`config.mk`:
```
export PLATFORM = sky130hd
export DESIGN_NAME = keypad_scan
export DESIGN_NICKNAME = d
export VERILOG_FILES = /design/src/rtl/keypad_pkg.sv /design/src/rtl/keypad_sync2.sv /design/src/rtl/keypad_scan.sv
export SDC_FILE = /design/constraint.sdc
export NUM_CORES = 1
export LEC_CHECK = 0
export BUFFER_PORTS_ARGS = -buffer_cell sky130_fd_sc_hd__buf_2
export CAP_MARGIN = 10
export CORE_AREA = 3 3 103 56
export DETAILED_ROUTE_END_ITERATION = 7
export DIE_AREA = 0 0 106 59
export PLACE_DENSITY = 0.82
export SETUP_SLACK_MARGIN = 0.02
export SLEW_MARGIN = 0
export SYNTH_ARGS = -nofsm -noshare
export SYNTH_HDL_FRONTEND = slang
export SYNTH_SLANG_ARGS = --single-unit
export TNS_END_PERCENT = 1
```
`constraint.sdc`:
```
create_clock -name f_cst -period 3.55 [get_ports f_cst]
set_input_delay 0.355 -clock f_cst [delete_from_list [all_inputs] [get_ports f_cst]]
set_output_delay 0.355 -clock f_cst [all_outputs]
set_load 0.05 [all_outputs]
```
`src/rtl/keypad_pkg.sv`:
```
// Shared types and constants for the 4x4 hex keypad scanner.
// Key codes use the same 0-F digit encoding as the seven-segment driver.
package keypad_pkg;

    typedef enum logic [1:0] {
        SCAN     = 2'd0,
        DEBOUNCE = 2'd1,
        HOLD     = 2'd2
    } state_t;

    localparam logic [3:0] COL0_N = 4'b1110;
    localparam logic [3:0] COL1_N = 4'b1101;
    localparam logic [3:0] COL2_N = 4'b1011;
    localparam logic [3:0] COL3_N = 4'b0111;

    localparam logic [3:0] KEY_0 = 4'h0;
    localparam logic [3:0] KEY_1 = 4'h1;
    localparam logic [3:0] KEY_2 = 4'h2;
    localparam logic [3:0] KEY_3 = 4'h3;
    localparam logic [3:0] KEY_4 = 4'h4;
    localparam logic [3:0] KEY_5 = 4'h5;
    localparam logic [3:0] KEY_6 = 4'h6;
    localparam logic [3:0] KEY_7 = 4'h7;
    localparam logic [3:0] KEY_8 = 4'h8;
    localparam logic [3:0] KEY_9 = 4'h9;
    localparam logic [3:0] KEY_A = 4'hA;
    localparam logic [3:0] KEY_B = 4'hB;
    localparam logic [3:0] KEY_C = 4'hC;
    localparam logic [3:0] KEY_D = 4'hD;
    localparam logic [3:0] KEY_E = 4'hE;
    localparam logic [3:0] KEY_F = 4'hF;

    // 4*r + c is simply the row index concatenated above the column index.
    function automatic logic [3:0] code_of(input logic [1:0] r, input logic [1:0] c);
        return {r, c};
    endfunction

    function automatic logic [3:0] col_drive(input logic [1:0] c);
        logic [3:0] drive;
        unique case (c)
            2'd0:    drive = COL0_N;
            2'd1:    drive = COL1_N;
            2'd2:    drive = COL2_N;
            default: drive = COL3_N;
        endcase
        return drive;
    endfunction

endpackage

```
`src/rtl/keypad_sync2.sv`:
```
// Two-flop synchronizer for the four active-low row lines.
// Resets to all-released (4'b1111) so no phantom press appears after reset.
module keypad_sync2 (
    input  logic       f_cst,
    input  logic       rst,
    input  logic [3:0] d,
    output logic [3:0] q
);

    logic [3:0] meta;

    always_ff @(posedge f_cst) begin
        if (rst) begin
            meta <= 4'b1111;
            q    <= 4'b1111;
        end else begin
            meta <= d;
            q    <= meta;
        end
    end

endmodule

```
`src/rtl/keypad_scan.sv`:
```
// 4x4 matrix keypad scanner: column drive, debounced press/release, one code per press.
// Optional auto-repeat while held is compiled in with `define KEYPAD_REPEAT_EN.
module keypad_scan
    import keypad_pkg::*;
#(
    parameter logic [15:0] SCAN_CYCLES     = 16'd50000,
    parameter logic [19:0] DEBOUNCE_CYCLES = 20'd500000
`ifdef KEYPAD_REPEAT_EN
    ,
    parameter logic [23:0] REPEAT_DELAY    = 24'd10000000,
    parameter logic [23:0] REPEAT_PERIOD   = 24'd2500000
`endif
) (
    input  logic       f_cst,
    input  logic       rst,
    input  logic [3:0] row_n,
    output logic [3:0] col_n,
    output logic [3:0] key_code,
    output logic       key_valid,
    output logic       key_down,
    output state_t     fsm_state
);

    logic [3:0]  row_s;
    state_t      state;
    logic [1:0]  col;
    logic [15:0] slot_cnt;
    logic [19:0] db_cnt;
    logic [1:0]  r_lat;
    logic [1:0]  c_lat;
`ifdef KEYPAD_REPEAT_EN
    logic [23:0] rep_cnt;
    logic        rep_first;
`endif

    keypad_sync2 u_sync (
        .f_cst (f_cst),
        .rst   (rst),
        .d     (row_n),
        .q     (row_s)
    );

    // Lowest-numbered active row wins when several keys share a column.
    function automatic logic [1:0] low_row(input logic [3:0] rows);
        logic [1:0] r;
        if (!rows[0])      r = 2'd0;
        else if (!rows[1]) r = 2'd1;
        else if (!rows[2]) r = 2'd2;
        else               r = 2'd3;
        return r;
    endfunction

    assign fsm_state = state;

    always_ff @(posedge f_cst) begin
        if (rst) begin
            state     <= SCAN;
            col       <= 2'd0;
            col_n     <= COL0_N;
            slot_cnt  <= 16'd0;
            db_cnt    <= 20'd0;
            r_lat     <= 2'd0;
            c_lat     <= 2'd0;
            key_code  <= KEY_0;
            key_valid <= 1'b0;
            key_down  <= 1'b0;
`ifdef KEYPAD_REPEAT_EN
            rep_cnt   <= 24'd0;
            rep_first <= 1'b1;
`endif
        end else begin
            key_valid <= 1'b0;
            unique case (state)
                SCAN: begin
                    if (slot_cnt == SCAN_CYCLES - 16'd1) begin
                        slot_cnt <= 16'd0;
                        if (row_s != 4'b1111) begin
                            r_lat  <= low_row(row_s);
                            c_lat  <= col;
                            db_cnt <= 20'd0;
                            state  <= DEBOUNCE;
                        end else begin
                            col   <= col + 2'd1;
                            col_n <= col_drive(col + 2'd1);
                        end
                    end else begin
                        slot_cnt <= slot_cnt + 16'd1;
                    end
                end

                DEBOUNCE: begin
                    if (row_s[r_lat]) begin
                        // Bounce: abandon this key and resume after its column.
                        state    <= SCAN;
                        col      <= c_lat + 2'd1;
                        col_n    <= col_drive(c_lat + 2'd1);
                        slot_cnt <= 16'd0;
                        db_cnt   <= 20'd0;
                    end else if (db_cnt == DEBOUNCE_CYCLES - 20'd1) begin
                        state     <= HOLD;
                        key_valid <= 1'b1;
                        key_code  <= code_of(r_lat, c_lat);
                        key_down  <= 1'b1;
                        db_cnt    <= 20'd0;
`ifdef KEYPAD_REPEAT_EN
                        rep_cnt   <= 24'd0;
                        rep_first <= 1'b1;
`endif
                    end else begin
                        db_cnt <= db_cnt + 20'd1;
                    end
                end

                HOLD: begin
                    if (row_s[r_lat]) begin
                        if (db_cnt == DEBOUNCE_CYCLES - 20'd1) begin
                            state    <= SCAN;
                            key_down <= 1'b0;
                            col      <= c_lat + 2'd1;
                            col_n    <= col_drive(c_lat + 2'd1);
                            slot_cnt <= 16'd0;
                            db_cnt   <= 20'd0;
                        end else begin
                            db_cnt <= db_cnt + 20'd1;
                        end
                    end else begin
                        db_cnt <= 20'd0;
                    end
`ifdef KEYPAD_REPEAT_EN
                    // First repeat after REPEAT_DELAY, then every REPEAT_PERIOD.
                    if (row_s[r_lat]) begin
                        rep_cnt <= 24'd0;
                    end else if (rep_cnt == (rep_first ? REPEAT_DELAY - 24'd1
                                                       : REPEAT_PERIOD - 24'd1)) begin
                        key_valid <= 1'b1;
                        rep_cnt   <= 24'd0;
                        rep_first <= 1'b0;
                    end else begin
                        rep_cnt <= rep_cnt + 24'd1;
                    end
`endif
                end

                default: state <= SCAN;
            endcase
        end
    end

endmodule
```
# Yosys cells after proc, flatten, opt, wreduce, memory -nomap -nowiden
# Index checks and enable logic that the tools add are counted.
# classes
n_addsub	4
multipliers	0
div_mod_pow	0
n_lt_le_gt_ge	1
n_eq_ne	18
shift	0
n_mux	43
bitwise	2
n_reduce_logical	13
# ops
cell	n
2-to-1 mux 20 bit	5
2-to-1 mux 16 bit	4
one-hot mux 20 bit (3 select lines)	1
one-hot mux 16 bit (3 select lines)	1
one-hot mux 4 bit (3 select lines)	3
2-to-1 mux 2 bit	13
adder 20 x 1 -> 20 bit, second input constant	1
equality test 20 x 19 -> 1 bit, second input constant	1
2-to-1 mux 4 bit	5
adder 16 x 1 -> 16 bit, second input constant	1
equality test 16 bit, second input constant	1
inequality test 2 bit, second input constant	8
one-hot mux 2 bit (3 select lines)	2
AND reduction 5 bit	2
AND reduction 3 bit	3
2-to-1 mux 1 bit	7
equality test 2 x 1 -> 1 bit, second input constant	3
equality test 2 bit, second input constant	3
zero test 2 bit	3
AND reduction 6 bit	1
adder 2 x 1 -> 2 bit, second input constant	2
inequality test 4 bit, second input constant	1
AND reduction 4 bit	1
less-than comparator 2 x 3 -> 1 bit, second input constant	1
other kinds (7)	8
# word_totals
reg_bits	62
latch_bits	0
ram_bits	0
romBits	0
input_bits	6
out_inout_bits	12
wordCells	93
mem_count	0

# Logic depth before layout (Yosys ltp)
# logic_depth
word_depth	6
depth_mapped	8
ltp_nobuf	7

# Modules after synthesis
# Synthesis repeated with hierarchy kept, for this count alone.
# unflattened
cells_unflattened	385
area_unflattened_um2	3363.2
# by_module_without_submodules
mod	instances	cells_per_inst	area_each_um2	seq_area_each_um2
keypad_scan	1	369	3153.0	1081.0
keypad_sync2	1	16	210.2	160.2

# Least setup slack after synthesis
# Ideal clock, no wire load.
# synth_path
path_type	register -> register
from	register state[0] (netlist: fsm_state[0])
to	register slot_cnt[5]
setup_time_ps	70
t_arrival_ps	2312
required_ps	3480
slack_ps	1168
path_stages_with_launch	8
n_path_buf	0
period_less_slack_ps	2382
path_cell_list	dfxtp_1 -> inv_1 -> ha_1 -> or2_2 -> a21oi_4 -> nand2_2 -> or4_1 -> a21oi_1
# synth_via
elab_chain_cells	3
word_cells_on_any_way	9
cone_classes	eq/ne (5); mux (1); reduce/logical (3)
# synth_rtl
element	line_no	text
start: declaration	keypad_scan.sv:25	state_t state;
start signal: assignment	keypad_scan.sv:57	state <= SCAN;
start signal: assignment	keypad_scan.sv:81	state <= DEBOUNCE;
start signal: assignment	keypad_scan.sv:94	state <= SCAN;
equality test 2 bit, or another cell as far along	keypad_scan.sv:73	unique case (state)
inequality test 2 bit (no line) / nonzero test 3 bit (equally long branches)	-	
AND reduction 4 bit (no line)	-	
end signal: assignment	keypad_scan.sv:87	slot_cnt <= slot_cnt + 16'd1;
end: declaration	keypad_scan.sv:27	logic [15:0] slot_cnt;
# Parallel ways exist; a longest one is shown, timed or not.
# A chain may end at the register's enable or synchronous reset.

# Final worst setup path
# layout_path
from	register slot_cnt[0]
to	register db_cnt[16]
# layout_via
elab_chain_cells	3
# layout_rtl
element	line_no	text
equality test 16 bit	keypad_scan.sv:75	if (slot_cnt == SCAN_CYCLES - 16'd1) begin
inequality test 2 bit (no line)	-	
AND reduction 3 bit (no line)	-	
end signal: assignment	keypad_scan.sv:110	db_cnt <= db_cnt + 20'd1;
end signal: assignment	keypad_scan.sv:124	db_cnt <= db_cnt + 20'd1;
end: declaration	keypad_scan.sv:28	logic [19:0] db_cnt;
# Every way passes these cells.

==> summary.md <==
| Metric | Value |
|---|---|
| Total clock sinks | `62` |
| Filler cells | `364` |
| CP Data Required Time | `3.76 ns` |
| Result of the run | `finished, final reports clean` |
| Standard cell with the maximum stage delay on the critical path | `o21bai_2` |
| Most common cell in the synthesized netlist | `dfxtp_1` |
| GRT Residual Overflow | `0` |
| Number of nets in the finished design | `397` |
| Routability-driven placement congestion ratio | `0.848` |
| Total Neg Setup Slack | `0 ns` |
| Clock tree from TritonCTS | `yes` |
| Cell type group with the largest total delay on the critical path | `compound AO/OA/AOI/OAI gates` |
| Number of rows created at floorplan | `18` |
| Synth warnings | `0` |
| Aggregate global-route resource usage | `0.240` |
| Worst-margin pin slew | `1.02 ns` |
| Most used standard cells in the synthesized netlist | `62 x dfxtp_1, 38 x nor2_1, 28 x a21oi_1, 22 x nand2_1, 18 x o21ai_0` |
| Number of buffers created by CTS | `9` |
| Detailed-placement wirelength estimate | `4650 microns` |
| Starting utilization of the core area | `0.649` |
| Routed via count | `2708` |
| Setup repair after global routing missed its margin | `no` |
| Number of antenna violations at the first check in global routing | `0` |
| Total setup buffers inserted after CTS | `0` |
| Port bufs | `17` |
| Leading area contributor after synthesis | `dfxtp_1` |
| Maximum number of pins on one net before global-route repair | `35` |
| Reported leakage power | `0.00129 uW` |
| Combined area of all synthesized cells | `0.00316 sq mm` |
| Max-capacitance violation count | `0` |
| Synth-to-Final Area Change | `12.4%` |
| Via-to-Cell Ratio | `5.99` |
| Insertion delay to the later sink of the worst-skew pair | `0.34 ns` |
| DR top layer | `met4` |
| Number of hold violations in the final report | `0` |
| WL met3 | `409 microns` |
| # DRC | `0` |
| VDD IR-drop max | `0.246 mV` |
| Post-route minimum period | `2.62 ns` |
| Clock-pin slew on the worst setup and hold paths | `0.07 ns` |
| Top cells by area in the synthesized netlist | `dfxtp_1 39%, ha_1 5.5%, nor2_1 4.5%` |
| Startpoint type of the worst setup path | `flop` |
| N_diodes | `0` |
| Syn Area/Cell | `8.72 sq um` |
| Skew final | `0.00974 ns` |
| Predominant post-synthesis flop cell | `dfxtp_1` |
| Routed length on met2 | `3300 microns` |
| Top Ports | `18` |
| Post-cts sizing count | `0` |
| Net count of the mapped netlist | `382` |
| Max-slew violations | `0` |
| First-pass DRT Iterations | `5` |
| Critical Path, Cell by Cell | `ha_1 > and3_1 > nand4_1 > o21ai_2 > nand2b_1 > o21bai_2 > nor2_1` |
| Highest cell delay on the worst timing path | `0.57 ns` |
| Setup crit end kind | `flop` |
| Total power | `1750 uW` |
| Wire length on met1 | `3120 microns` |
| Highest attainable clock frequency | `382 MHz` |
| Wire length of the first global-routing pass | `11900 microns` |
| Post-synthesis sequential area ratio | `0.393` |
| Final setup violating endpoints | `0` |
| Die Width | `106 microns` |
| Number of buffer and inverter stages on the critical path | `0` |
| Number of DRC violations after detailed-routing iteration 0 | `163` |
| Max H-tree Level | `3` |
| EDFF count, synth | `0` |
| Layout cells sized above 1 | `0.147` |
| Maximum fanout along the worst path | `15` |
| PwrDens | `492 mW/mm^2` |
| Clk root buf | `clkbuf_8` |
| CTS max path bufs | `2` |
| Worst path arrival time | `2.82 ns` |
| Proportion of register bits with asynchronous set or reset after synthesis | `0` |
| Total wirelength of the detailed-routed design | `6920 microns` |
| Top-area cell type share of the netlist area | `0.393` |
| Relative slew slack | `0.319` |
| Critical path type | `flop to flop` |
| Via count of the first global-routing pass | `2546` |
| Die Y-Extent | `59 microns` |
| Wire per inst | `15.3 microns` |
| Final antenna-violating net count | `0` |
| Count of state elements after synthesis | `62` |
| Overall die area | `0.00625 sq mm` |
| Post-synthesis cell count | `362` |
| Min-Delay Path Class | `input port to flop` |
| Number of buffers added to fix hold violations after cts | `0` |
| Unique cell type count in the Yosys netlist | `52` |
| Core Area | `0.00486 sq mm` |
| Share of the cycle needed by the critical path after routing | `0.737` |
## logic make-up (layout without fill, tap and decap cells)
kind of cell               after synthesis  count (layout)  share of synthesized area
muxes                                   15              15                     0.0519
DFF                                     62              62                      0.393
buffers and inverters                   25              45                     0.0313
adders and majority gates               14              14                     0.0555
and+or+nand+nor                        161             161                      0.288
xor gates and xnor gates                 9               9                     0.0250
AOI/OAI and AO/OA                       76              76                      0.155
## placed cells by master (no fill, tap or decap), types with 2 or more instances in the layout
master     synthesis  final
dfxtp_1           62     62
nor2_1            38     38
a21oi_1           28     28
nand2_1           22     22
o21ai_0           18     18
buf_2              4     17
nand3_1           15     15
ha_1              14     14
nand4_1           13     13
mux2i_1           13     13
inv_1             11     11
nor2b_1           10     10
clkbuf_8           0     10
and3_1             9      9
or2_2              9      9
nand4b_1           8      8
xor2_1             8      8
or3_1              7      7
nand2b_1           6      6
a31oi_1            6      6
or4_1              4      4
a211o_1            4      4
a211oi_1           4      4
bufinv_16          0      4
nand3b_1           3      3
and4_1             3      3
o32ai_1            3      3
and2_1             3      3
o31ai_1            2      2
o21bai_1           2      2
## final timing paths
kind	startpoint	end	slack, ns	depth (start not counted)
hold reg to reg	u_sync.meta[2]	u_sync.q[2]	0.41	1
setup reg to reg	slot_cnt[0]	db_cnt[16]	0.93	7
setup / recovery	slot_cnt[0]	db_cnt[16]	0.93	7
hold / removal	row_n[1]	u_sync.meta[1]	0.19	2
## worst reg2reg max path: stages, from the launching register on
cell and delay, ns:
dfxtp_1 0.37, ha_1 0.20, and3_1 0.25, nand4_1 0.21
o21ai_2 0.49, nand2b_1 0.28, o21bai_2 0.57, nor2_1 0.12
## sequential cells by signal, indices dropped and copies added (netlist names)
name / count
key_valid: 1
fsm_state: 2
col_n: 4
db_cnt: 20
key_code: 4
u_sync.q: 4
c_lat: 2
slot_cnt: 16
u_sync.meta: 4
r_lat: 2
col: 2
key_down: 1
## through the flow
stage               setup slack, ns   util  hold WS [ns]  cell area (sq um)  cells
global route                  0.692  0.730         0.178               3550    452
floorplan                      1.17      -         0.389               3160    362
global placement               1.11  0.674         0.395               3280    436
CTS                           0.957  0.730         0.183               3550    452
detailed placement            0.964  0.674         0.399               3280    436
finish                        0.932  0.730         0.194               3550    452
## where the power goes
part | switching [uW] | total, uW | internal, uW | leakage (uW)
registers | 18.7 | 736 | 718 | 0.000503
logic | 118 | 176 | 57.4 | 0.000654
clock network | 280 | 835 | 555 | 0.000132
## routing by layer
layer	vias up	track usage
met5	-	0
met4	0	0.0738
met3	11	0.0740
met2	81	0.419
met1	1271	0.289
li1	1345	-
## cell type report
| class | count | area [sq um] | share of cell area |
|---|---|---|---|
| clock buffers | 10 | 138 | 0.0388 |
| well taps | 70 | 87.6 | 0.0247 |
| inverters | 11 | 41.3 | 0.0116 |
| repair buffers | 18 | 92.6 | 0.0261 |
| multi-input cells | 275 | 1820 | 0.512 |
| flip-flops and latches | 62 | 1240 | 0.350 |
| clock inverters | 6 | 133 | 0.0374 |
No activity file was read; power rests on OpenSTA's default activity.
